`src/rtl/instr_sequencer.sv`:
```
// Multi-cycle fetch/decode/execute/writeback sequencer for the 16-bit datapath.
// Owns the PC and instruction register; datapath field outputs decode directly from IR.
module instr_sequencer #(
    parameter int unsigned     PC_W     = 8,
    parameter logic [PC_W-1:0] RESET_PC = '0
) (
    input  logic            clk,
    input  logic            rst,
    input  logic            run,
    output logic            imem_req,
    output logic [PC_W-1:0] imem_addr,
    input  logic            imem_valid,
    input  logic [15:0]     imem_data,
    output logic [3:0]      rf_raddr1,
    output logic [3:0]      rf_raddr2,
    output logic [3:0]      rf_waddr,
    output logic            rf_we,
    output logic [3:0]      alu_op,
    output logic            alu_sel_imm,
    output logic [3:0]      imm,
    output logic            busy,
    output logic            halted,
    output logic            illegal,
    output logic [15:0]     retired
);

    typedef enum logic [2:0] {
        S_IDLE,
        S_FETCH,
        S_DECODE,
        S_EXEC,
        S_WB,
        S_HALT
    } state_t;

    state_t          state;
    logic [PC_W-1:0] pc;
    logic [PC_W-1:0] pc_inc;
    logic [15:0]     ir;
    logic [3:0]      ir_op;
    logic            op_imm;
    logic            op_writes;
    logic            op_illegal;
    logic            op_halt;

    always_comb begin
        ir_op      = ir[15:12];
        op_imm     = (ir_op >= 4'd5) && (ir_op <= 4'd8);
        op_writes  = (ir_op <= 4'd8);
        op_illegal = (ir_op >= 4'd9) && (ir_op <= 4'd14);
        op_halt    = (ir_op == 4'd15);
        pc_inc     = pc + PC_W'(1);
    end

    // IR only changes on a FETCH->DECODE transition, so these hold outside DECODE..WB.
    always_comb begin
        rf_raddr1   = ir[11:8];
        rf_raddr2   = ir[7:4];
        rf_waddr    = op_imm ? ir[7:4] : ir[3:0];
        alu_op      = ir_op;
        alu_sel_imm = op_imm;
        imm         = ir[3:0];
    end

    always_ff @(posedge clk) begin
        if (rst) begin
            state     <= S_IDLE;
            pc        <= RESET_PC;
            ir        <= '0;
            imem_req  <= 1'b0;
            imem_addr <= '0;
            rf_we     <= 1'b0;
            busy      <= 1'b0;
            halted    <= 1'b0;
            illegal   <= 1'b0;
            retired   <= '0;
        end else begin
            rf_we   <= 1'b0;
            illegal <= 1'b0;
            case (state)
                S_IDLE: begin
                    pc <= RESET_PC;
                    if (run) begin
                        state     <= S_FETCH;
                        imem_req  <= 1'b1;
                        imem_addr <= RESET_PC;
                        busy      <= 1'b1;
                    end
                end
                S_FETCH: begin
                    if (imem_valid) begin
                        ir       <= imem_data;
                        imem_req <= 1'b0;
                        state    <= S_DECODE;
                    end
                end
                S_DECODE: begin
                    illegal <= op_illegal;
                    state   <= S_EXEC;
                end
                S_EXEC: begin
                    if (op_halt) begin
                        state   <= S_HALT;
                        busy    <= 1'b0;
                        halted  <= 1'b1;
                        retired <= retired + 16'd1;
                    end else begin
                        state <= S_WB;
                        rf_we <= op_writes;
                    end
                end
                S_WB: begin
                    pc        <= pc_inc;
                    retired   <= retired + 16'd1;
                    state     <= S_FETCH;
                    imem_req  <= 1'b1;
                    imem_addr <= pc_inc;
                end
                S_HALT: begin
                    if (run) begin
                        pc        <= RESET_PC;
                        halted    <= 1'b0;
                        state     <= S_FETCH;
                        imem_req  <= 1'b1;
                        imem_addr <= RESET_PC;
                        busy      <= 1'b1;
                    end
                end
                default: state <= S_IDLE;
            endcase
        end
    end

endmodule

```
`config.mk`:
```
export PLATFORM = sky130hd
export DESIGN_NAME = instr_sequencer
export DESIGN_NICKNAME = d
export VERILOG_FILES = /design/src/rtl/instr_sequencer.sv
export SDC_FILE = /design/constraint.sdc
export NUM_CORES = 1
export LEC_CHECK = 0
export ABC_CLOCK_PERIOD_IN_PS = 5250
export CELL_PAD_IN_SITES_DETAIL_PLACEMENT = 0
export CELL_PAD_IN_SITES_GLOBAL_PLACEMENT = 1
export CORE_AREA = 2 2 83 85
export CTS_BUF_LIST = sky130_fd_sc_hd__clkbuf_8
export DETAILED_ROUTE_END_ITERATION = 16
export DIE_AREA = 0 0 85 87
export GPL_TIMING_DRIVEN = 0
export HOLD_SLACK_MARGIN = 0.06
export PLACE_DENSITY_LB_ADDON = 0.15
export SLEW_MARGIN = 25
export SYNTH_ARGS = -nofsm -noshare
export SYNTH_HDL_FRONTEND = slang
export SYNTH_SLANG_ARGS = --single-unit
```
`constraint.sdc`:
```
create_clock -name clk -period 5.25 [get_ports clk]
set_input_delay 1.3125 -clock clk [delete_from_list [all_inputs] [get_ports clk]]
set_output_delay 1.3125 -clock clk [all_outputs]
set_load 0.02 [all_outputs]
```
**Word level (Yosys, flattened, before mapping)**

Index checks and enable logic that the tools add are counted.

- Logic and storage cells: 66
- Input bits: 20
- Bits in registers: 56
- Output and inout port bits: 50

- Mux-type cells: 18
- Add/sub/neg operators: 2
- Equality and inequality tests: 10
- Bitwise gates (word level): 2
- $lt $le $gt $ge: 4
- Reduce and logical (&&, ||, !) cells: 20

Operators by type and width:

| kind | count |
|---|---|
| $pmux 16 s2 | 1 |
| $pmux 8 s3 | 1 |
| $add 16x1->16 const B | 1 |
| $mux 16 | 1 |
| $pmux 8 s2 | 1 |
| $pmux 3 s5 | 1 |
| $reduce_and 2->1 | 5 |
| $reduce_and 3->1 | 3 |
| $add 8x1->8 const B | 1 |
| $le 4x4->1 const B | 2 |
| $mux 8 | 1 |
| $reduce_bool 2->1 | 4 |
| $eq 3x2->1 const B | 2 |
| $eq 3x3->1 const B | 2 |
| $mux 1 | 6 |
| $mux 3 | 2 |
| $ne 2x2->1 const B | 3 |
| $reduce_bool 3->1 | 2 |
| $eq 4x4->1 const B | 1 |
| $ge 4x3->1 const B | 1 |
| $ge 4x4->1 const B | 1 |
| $mux 4 | 1 |
| $pmux 1 s2 | 2 |
| $reduce_or 2->1 | 2 |
| 7 further kinds | 9 |

**Depth between registers and ports, before layout**

Gate-level depths: netlist of the first run.

- Depth after elaboration: 4
- Depth in mapped cells: 7

**Worst setup path before layout of the first run**

No wires, ideal clock.

- Kind: reg-to-output
- Start: register ir[14]
- End: output rf_waddr[0]
- Stages on the path, launching flop included: 4
- Path slack: 2233 ps
- Data required time: 3938 ps
- Data arrival time: 1705 ps
- Buffers on the path: 0
- Cells stage by stage: dfxtp_1 or2b_1 o21ai_1 mux2_2

- Word-level cells in the longest chain between the ends: 3

Ends and longest elaborated chain:

| item | line | RTL |
|---|---|---|
| start, declared | 39 | `logic [15:0] ir;` |
| start signal, assigned | 92 | `ir <= imem_data;` |
| $ge 4x3->1 / $le 4x4->1 (equally long branches) | 48 | `op_imm = (ir_op >= 4'd5) && (ir_op <= 4'd8);` |
| $logic_and 1x1->1 * | 48 |  |
| net alu_sel_imm | 19 | `output logic alu_sel_imm,` |
| $mux 4 * | 59 | `rf_waddr = op_imm ? ir[7:4] : ir[3:0];` |
| end, declared | 16 | `output logic [3:0] rf_waddr,` |

Mark *: on every way through the listed nets, which the timed path passes. The rest lies on a longest branch.

**Worst setup path in the final report of the first run**

- Start: register ir[14]
- End: output rf_waddr[1]

- Word-level cells in the longest chain between the ends: 3

Ends and longest elaborated chain:

| item | line |
|---|---|
| $ge 4x3->1 / $le 4x4->1 (equally long branches) | 48 |
| $logic_and 1x1->1 * | 48 |
| $mux 4 * | 59 |

Mark *: on every way between the ends. The rest lies on a longest branch, timed or not.

==> results of run 1 <==
==> state kept, by name, summed over array words and instances (netlist names) <==
signal and flops:
ir 16, retired 16, imem_addr 8, pc 8
state 3, busy 1, halted 1, illegal 1
imem_req 1, rf_we 1
==> layout make-up <==
type / instances / area (um2) / area share [%]
sequential: 56 / 1120 / 33.4
clock buffer: 6 / 82.6 / 2.46
buffer: 14 / 68.8 / 2.05
clock inverter: 2 / 11.3 / 0.336
tap: 80 / 100 / 2.99
multi-input combinational: 218 / 1250 / 37.4
inverter: 6 / 22.5 / 0.672
timing repair buffer: 69 / 691 / 20.6
==> power by group through the flow <==
stage,registers [mW],clock network [mW],logic (mW)
after global placement,0.453,0,0.106
after detailed placement,0.453,0,0.106
after global routing,0.445,0.271,0.114
after CTS,0.443,0.251,0.106
final,0.443,0.242,0.105
after floorplan,0.461,0,0.0469
==> cell usage in the layout, fill, tap and decap left out, types with 3 or more instances in the layout <==
| cell type | synthesis | routed |
|---|---|---|
| clkdlybuf4s50_1 | 0 | 69 |
| dfxtp_1 | 56 | 56 |
| o31ai_1 | 7 | 7 |
| nand2_1 | 49 | 49 |
| and3_1 | 3 | 3 |
| or4_1 | 6 | 6 |
| nor2_1 | 17 | 17 |
| a21oi_1 | 40 | 40 |
| mux2_2 | 4 | 4 |
| nand3_1 | 11 | 11 |
| and4_1 | 4 | 4 |
| o21ai_0 | 13 | 13 |
| nor3_1 | 3 | 3 |
| and2_1 | 5 | 5 |
| clkbuf_8 | 0 | 6 |
| xnor2_1 | 6 | 6 |
| nand4_1 | 7 | 7 |
| or3_1 | 8 | 8 |
| inv_1 | 6 | 7 |
| a22oi_1 | 3 | 3 |
| a21o_1 | 4 | 4 |
| clkbuf_1 | 11 | 11 |
==> cells by family (layout without fill, tap and decap cells) <==
group                      after synthesis  after routing
and+or+nand+nor                        123            123
DFF                                     56             56
xor gates and xnor gates                 8              8
adders and majority gates                2              2
buffers and inverters                   20             97
AOI/OAI and AO/OA                       79             79
muxes                                    6              6
==> worst paths after layout <==
path,from,endpoint,slack [ps],cells after the start
worst max-delay path,ir[14],rf_waddr[1],1550,4
worst min-delay path,imem_addr[7],imem_addr[7],460,1
worst max register to register,state[2],pc[7],3270,4
worst min register to register,imem_addr[7],imem_addr[7],460,1
==> stage by stage <==
stage	hold slack [ps]	utilization (%)	power (mW)
final	460	51.0	0.790
after global routing	488	51.0	0.830
after CTS	462	51.0	0.800
after detailed placement	441	49.6	0.559
after global placement	435	49.6	0.558
after floorplan	436	-	0.508
==> worst register-to-register path, cell delays in order (launching register included) <==
cell and delay (ps):
dfxtp_1 420, nor3b_1 820, nand2_1 300, a21oi_1 270
a21o_1 110
==> layer usage <==
| layer | vias up | wire, um | track usage, % | part of all wire [%] |
|---|---|---|---|---|
| met5 | - | 0 | 0 | 0 |
| met3 | 8 | 230 | 3.32 | 3.5 |
| met1 | 1135 | 3220 | 24.7 | 49 |
| met4 | 0 | 84 | 5.05 | 1.3 |
| met2 | 59 | 3020 | 29.0 | 46 |
| li1 | 1211 | - | - | - |
==> run_results.csv, run 1 <==
group,metric,value,unit
clock_tree,cts_inserted_buffers,5,
global_routing,grt_pass1_wl,10900,um
power_and_ir_drop,ir_drop,0.101,mV
global_routing,grt_pass1_vias,2314,
timing,final-hold-violation-count,0,
synthesis,ys_warn_count,0,
floorplan,core-area,6570,um2
synthesis,ys_ff_latch,56,
cells_and_area,fillers,649,
run,drv_cap,0,
synthesis,synth_top_area_share,45.4,%
synthesis,synthAdderAreaFrac,1.01,%
cells_and_area,areaGrowthSynthToFinish,35.9,%
floorplan,start_util,37.6,%
synthesis,synth_seq_area_share,45.4,%
timing,rsz0062_at_grt,"false",
synthesis,synth_area_leaders,"dfxtp_1 (45%), a21oi_1 (8.1%), nand2_1 (7.5%)",
timing,slew_violations,0,
synthesis,synthCells,294,
timing,finalSetupViolCount,0,
timing,relSlewSlack,34.4,%
worst_setup_path,path_cells,"or2b_1 -> o21ai_1 -> mux2_2 -> clkdlybuf4s50_1",
place,dp_cells,443,
cells_and_area,num_antenna_cells,0,
synthesis,yosys.area_share.simple,25.1,%
global_routing,grt_use_total,18.0,%
cells_and_area,drive_above_1_share,4.58,%
worst_setup_path,critPathBufInv,1,
place,hpwl,4670,um
global_routing,grt-ovfl-total,0,
power_and_ir_drop,p_sw_share,25.6,%
synthesis,synth_xor_area_share,2.84,%
synthesis,muxShareOfSynthArea,2.64,%
synthesis,postSynthNetCount,316,
timing,worst_slew_pin_slew,982,ps
floorplan,rows,30,
global_routing,grt_max_degree,17,
worst_setup_path,crit_slowest_cell,"clkdlybuf4s50_1",
cells_and_area,fin_nets,392,
synthesis,yosysMostFrequentCell,"dfxtp_1",
clock_tree,cts_tree,"built",
synthesis,synth_edf_count,0,
synthesis,yosys_most_used_dff,"dfxtp_1",
clock_tree,clockBufferDepth,2,
place,gp_congestion,0.793,
cells_and_area,postLayoutCellArea,3350,um2
routing,first_iter_violations,130,
floorplan,die_height,87,um
power_and_ir_drop,clkPwrFrac,30.6,%
synthesis,synth_compound_area_share,19.3,%
timing,setup_tns,0,ps
power_and_ir_drop,switching_power,0.203,mW
timing,final.min_clock_period,3700,ps
worst_setup_path,required,3940,ps
clock_tree,root_buffer,"clkbuf_8",
clock_tree,postCtsHoldBufs,0,
timing,setup_ws,1550,ps
place,port_buffers,69,
timing,fin_crit_sh,70.5,%
timing,fmax,0.270,GHz
floorplan,dieWidth,85,um
worst_setup_path,worst-path-max-fanout,7,
floorplan,die-area,7400,um2
routing,wl_per_cell,14.5,um
routing,viasPerCell,5.35,
synthesis,synth.distinct_cells,42,
synthesis,syn_area_per_cell,8.39,um2
place,place_area,3260,um2
timing,skew,4.56,ps
worst_setup_path,crit_family,"buffers and inverters",
clock_tree,cts_resized,0,
worst_setup_path,crit_type,"reg -> out",
routing,vias,2413,
synthesis,synthesis.area,2470,um2
synthesis,synth_commonest_cells,"dfxtp_1 (56), nand2_1 (49), a21oi_1 (40)",
clock_tree,clk_latency,300,ps
synthesis,synth_top_family_by_area,"simple AND/OR/NAND/NOR gates",
power_and_ir_drop,power_frac_comb,13.3,%
routing,first_pass_iters,4,
clock_tree,cts_setup_buffers,0,
clock_tree,htree_levels,2,
clock_tree,clkSinkCount,56,
routing,final_antenna_net_count,0,
worst_setup_path,slowest_delay,540,ps
min_path,hp-class,"reg -> reg",
status,outcome,"finished, final reports clean",
synthesis,synthArstFlopShare,0,%
global_routing,antenna_found_initial,0,
power_and_ir_drop,cell_internal_pwr,0.588,mW
power_and_ir_drop,p_seq_share,56.0,%
routing,totalWireLength,6550,um
floorplan,num_io_pins,70,
worst_setup_path,end_kind,"primary output",
worst_setup_path,worst_setup_path_start_kind,"flop",
synthesis,synth_top_area_cell,"dfxtp_1",
power_and_ir_drop,power_leakage,1.15,nW
cells_and_area,fin_cells,451,
power_and_ir_drop,p_per_area,236,nW/um2
clock_tree,path_clk_slew,100,ps
routing,drcViolationCount,0,
place,dp_slack,1860,ps
worst_setup_path,worstPathArrival,2390,ps
Power figures use the tool's default switching activity.
==> inputs of run 2 (changes only) <==
Settings changed: ABC_CLOCK_PERIOD_IN_PS 5250 to 3300, CORE_AREA 2 2 83 85 to 2 2 91 93, DIE_AREA 0 0 85 87 to 0 0 93 95.
Clock period 5.25 ns to 3.3 ns, I/O delays scaled along.
==> run 2 against run 1 <==
Effect of this change: hold slack worse by 4.0 ps; die area is 19% higher; wire length is 5.2% higher; via count is 2.6% lower; design area is 0.93% higher; combinational power is 61% higher; sequential power is 59% higher; first-iteration DRC count is 12% lower; largest cell class unchanged; highest routed layer unchanged.
==> run_results.csv, run 2 (synthesis gave the netlist of run 1 again) <==
group,metric,value,unit
timing,rsz0062_at_grt,"false",
status,outcome,"finished, final reports clean",
cells_and_area,areaGrowthSynthToFinish,37.1,%
power_and_ir_drop,clkPwrFrac,30.3,%
power_and_ir_drop,cell_internal_pwr,0.933,mW
cells_and_area,top_regs,"ir (16), retired (16)",
clock_tree,cts_tree,"built",
timing,fmax,0.325,GHz
power_and_ir_drop,p_sw_share,25.6,%
worst_setup_path,required,2470,ps
timing,setup_tns,0,ps
timing,slew_violations,0,
power_and_ir_drop,ir_drop,0.197,mV
routing,drcViolationCount,0,
place,gp_congestion,0.746,
cells_and_area,fillers,837,
clock_tree,clk_latency,300,ps
place,place_area,3290,um2
floorplan,rows,33,
global_routing,grt_pass1_vias,2205,
clock_tree,clkSinkCount,56,
clock_tree,root_buffer,"clkbuf_8",
timing,final.min_clock_period,3080,ps
worst_setup_path,worst-path-max-fanout,7,
clock_tree,clockBufferDepth,2,
place,hpwl,4910,um
timing,final-hold-violation-count,0,
global_routing,grt_pass1_wl,10900,um
global_routing,grt-ovfl-total,0,
run,drv_cap,0,
min_path,hp-class,"reg -> reg",
power_and_ir_drop,p_seq_share,56.2,%
routing,final_antenna_net_count,0,
timing,relSlewSlack,37.4,%
routing,totalWireLength,6890,um
routing,wl_per_cell,14.5,um
routing,vias,2350,
routing,viasPerCell,4.94,
timing,finalSetupViolCount,0,
timing,worst_slew_pin_slew,936,ps
timing,fin_crit_sh,93.3,%
clock_tree,htree_levels,2,
floorplan,die_height,95,um
clock_tree,postCtsHoldBufs,0,
floorplan,start_util,31.1,%
timing,whs,456,ps
global_routing,antenna_found_initial,0,
timing,skew,3.90,ps
clock_tree,path_clk_slew,90,ps
floorplan,num_io_pins,70,
routing,first_pass_iters,4,
power_and_ir_drop,switching_power,0.321,mW
power_and_ir_drop,power_frac_comb,13.5,%
worst_setup_path,end_kind,"primary output",
floorplan,core-area,7930,um2
clock_tree,cts_inserted_buffers,5,
cells_and_area,final_cell_mix,"clkdlybuf4s50_1 (69), dfxtp_1 (56), nand2_1 (49)",
cells_and_area,drive_above_1_share,4.58,%
global_routing,grt_max_degree,16,
worst_setup_path,crit_type,"reg -> out",
min_path,worstHoldStart,"imem_addr[7]",
cells_and_area,postLayoutCellArea,3380,um2
worst_setup_path,crit_start,"ir[14]",
place,port_buffers,69,
floorplan,die-area,8840,um2
cells_and_area,fin_nets,392,
power_and_ir_drop,p_per_area,371,nW/um2
worst_setup_path,worstPathArrival,2250,ps
worst_setup_path,reg2reg_from,"retired[0]",
floorplan,dieWidth,93,um
cells_and_area,final_common_cell,"clkdlybuf4s50_1",
routing,first_iter_violations,114,
worst_setup_path,worst_setup_path_start_kind,"flop",
cells_and_area,num_antenna_cells,0,
power_and_ir_drop,power_leakage,1.16,nW
global_routing,grt_use_total,15.5,%
[run 2: cell count changes in the layout (fill, tap and decap cells not counted), sizes merged]
cell      before  now
clkinvlp       1    0
inv            7    8
[run 2: per-stage QoR]
step                power [mW]  instances  setup WS [ps]  utilization (%)
finish                    1.25        476            222             42.7
global route              1.31        476            137             42.7
CTS                       1.28        476            177             42.7
detailed placement       0.891        468            346             41.5
global placement         0.891        468            356             41.5
floorplan                0.808        294            770                -
[run 2: layer usage]
metal	up-vias	global-route usage, %	routed length (um)
met5	-	0	0
met4	0	3.06	34
met3	2	3.67	289
met2	46	26.2	3200
met1	1090	20.4	3370
li1	1212	-	-
[run 2: worst paths after layout]
check,slack (ps),depth (start not counted),end
worst max-delay path,220,4,rf_waddr[2]
worst min-delay path,460,1,imem_addr[7]
worst max register to register,1320,5,retired[12]
worst min register to register,460,1,imem_addr[7]
[run 2: critical path, cell delays in order, from the launching register on]
cell and delay (ps):
dfxtp_1 450, or2b_1 260, o21ai_2 310, mux2_2 380, clkdlybuf4s50_1 550
[run 2: what timing repair did]
action                                  4_1_cts  5_1_grt
gates resized for setup                       1        0
endpoints found under the setup margin        1        0
setup buffers                                 0        0
[run 2: power by group through the flow]
stage	combinational (mW)	sequential [mW]	clock [mW]
6_report	0.169	0.704	0.380
3_3_place_gp	0.170	0.720	0
2_1_floorplan	0.0746	0.733	0
5_1_grt	0.184	0.707	0.419
4_1_cts	0.172	0.705	0.399
3_5_place_dp	0.170	0.720	0
[run 2: area by class of cell]
type,count,area (um2),area share [%]
Sequential cell,56,1120,33.1
Clock buffer,6,82.6,2.44
Inverter,6,22.5,0.666
Multi-Input combinational cell,218,1260,37.2
Buffer,14,68.8,2.03
Clock inverter,2,7.51,0.222
Tap cell,105,131,3.88
Timing Repair Buffer,69,691,20.4
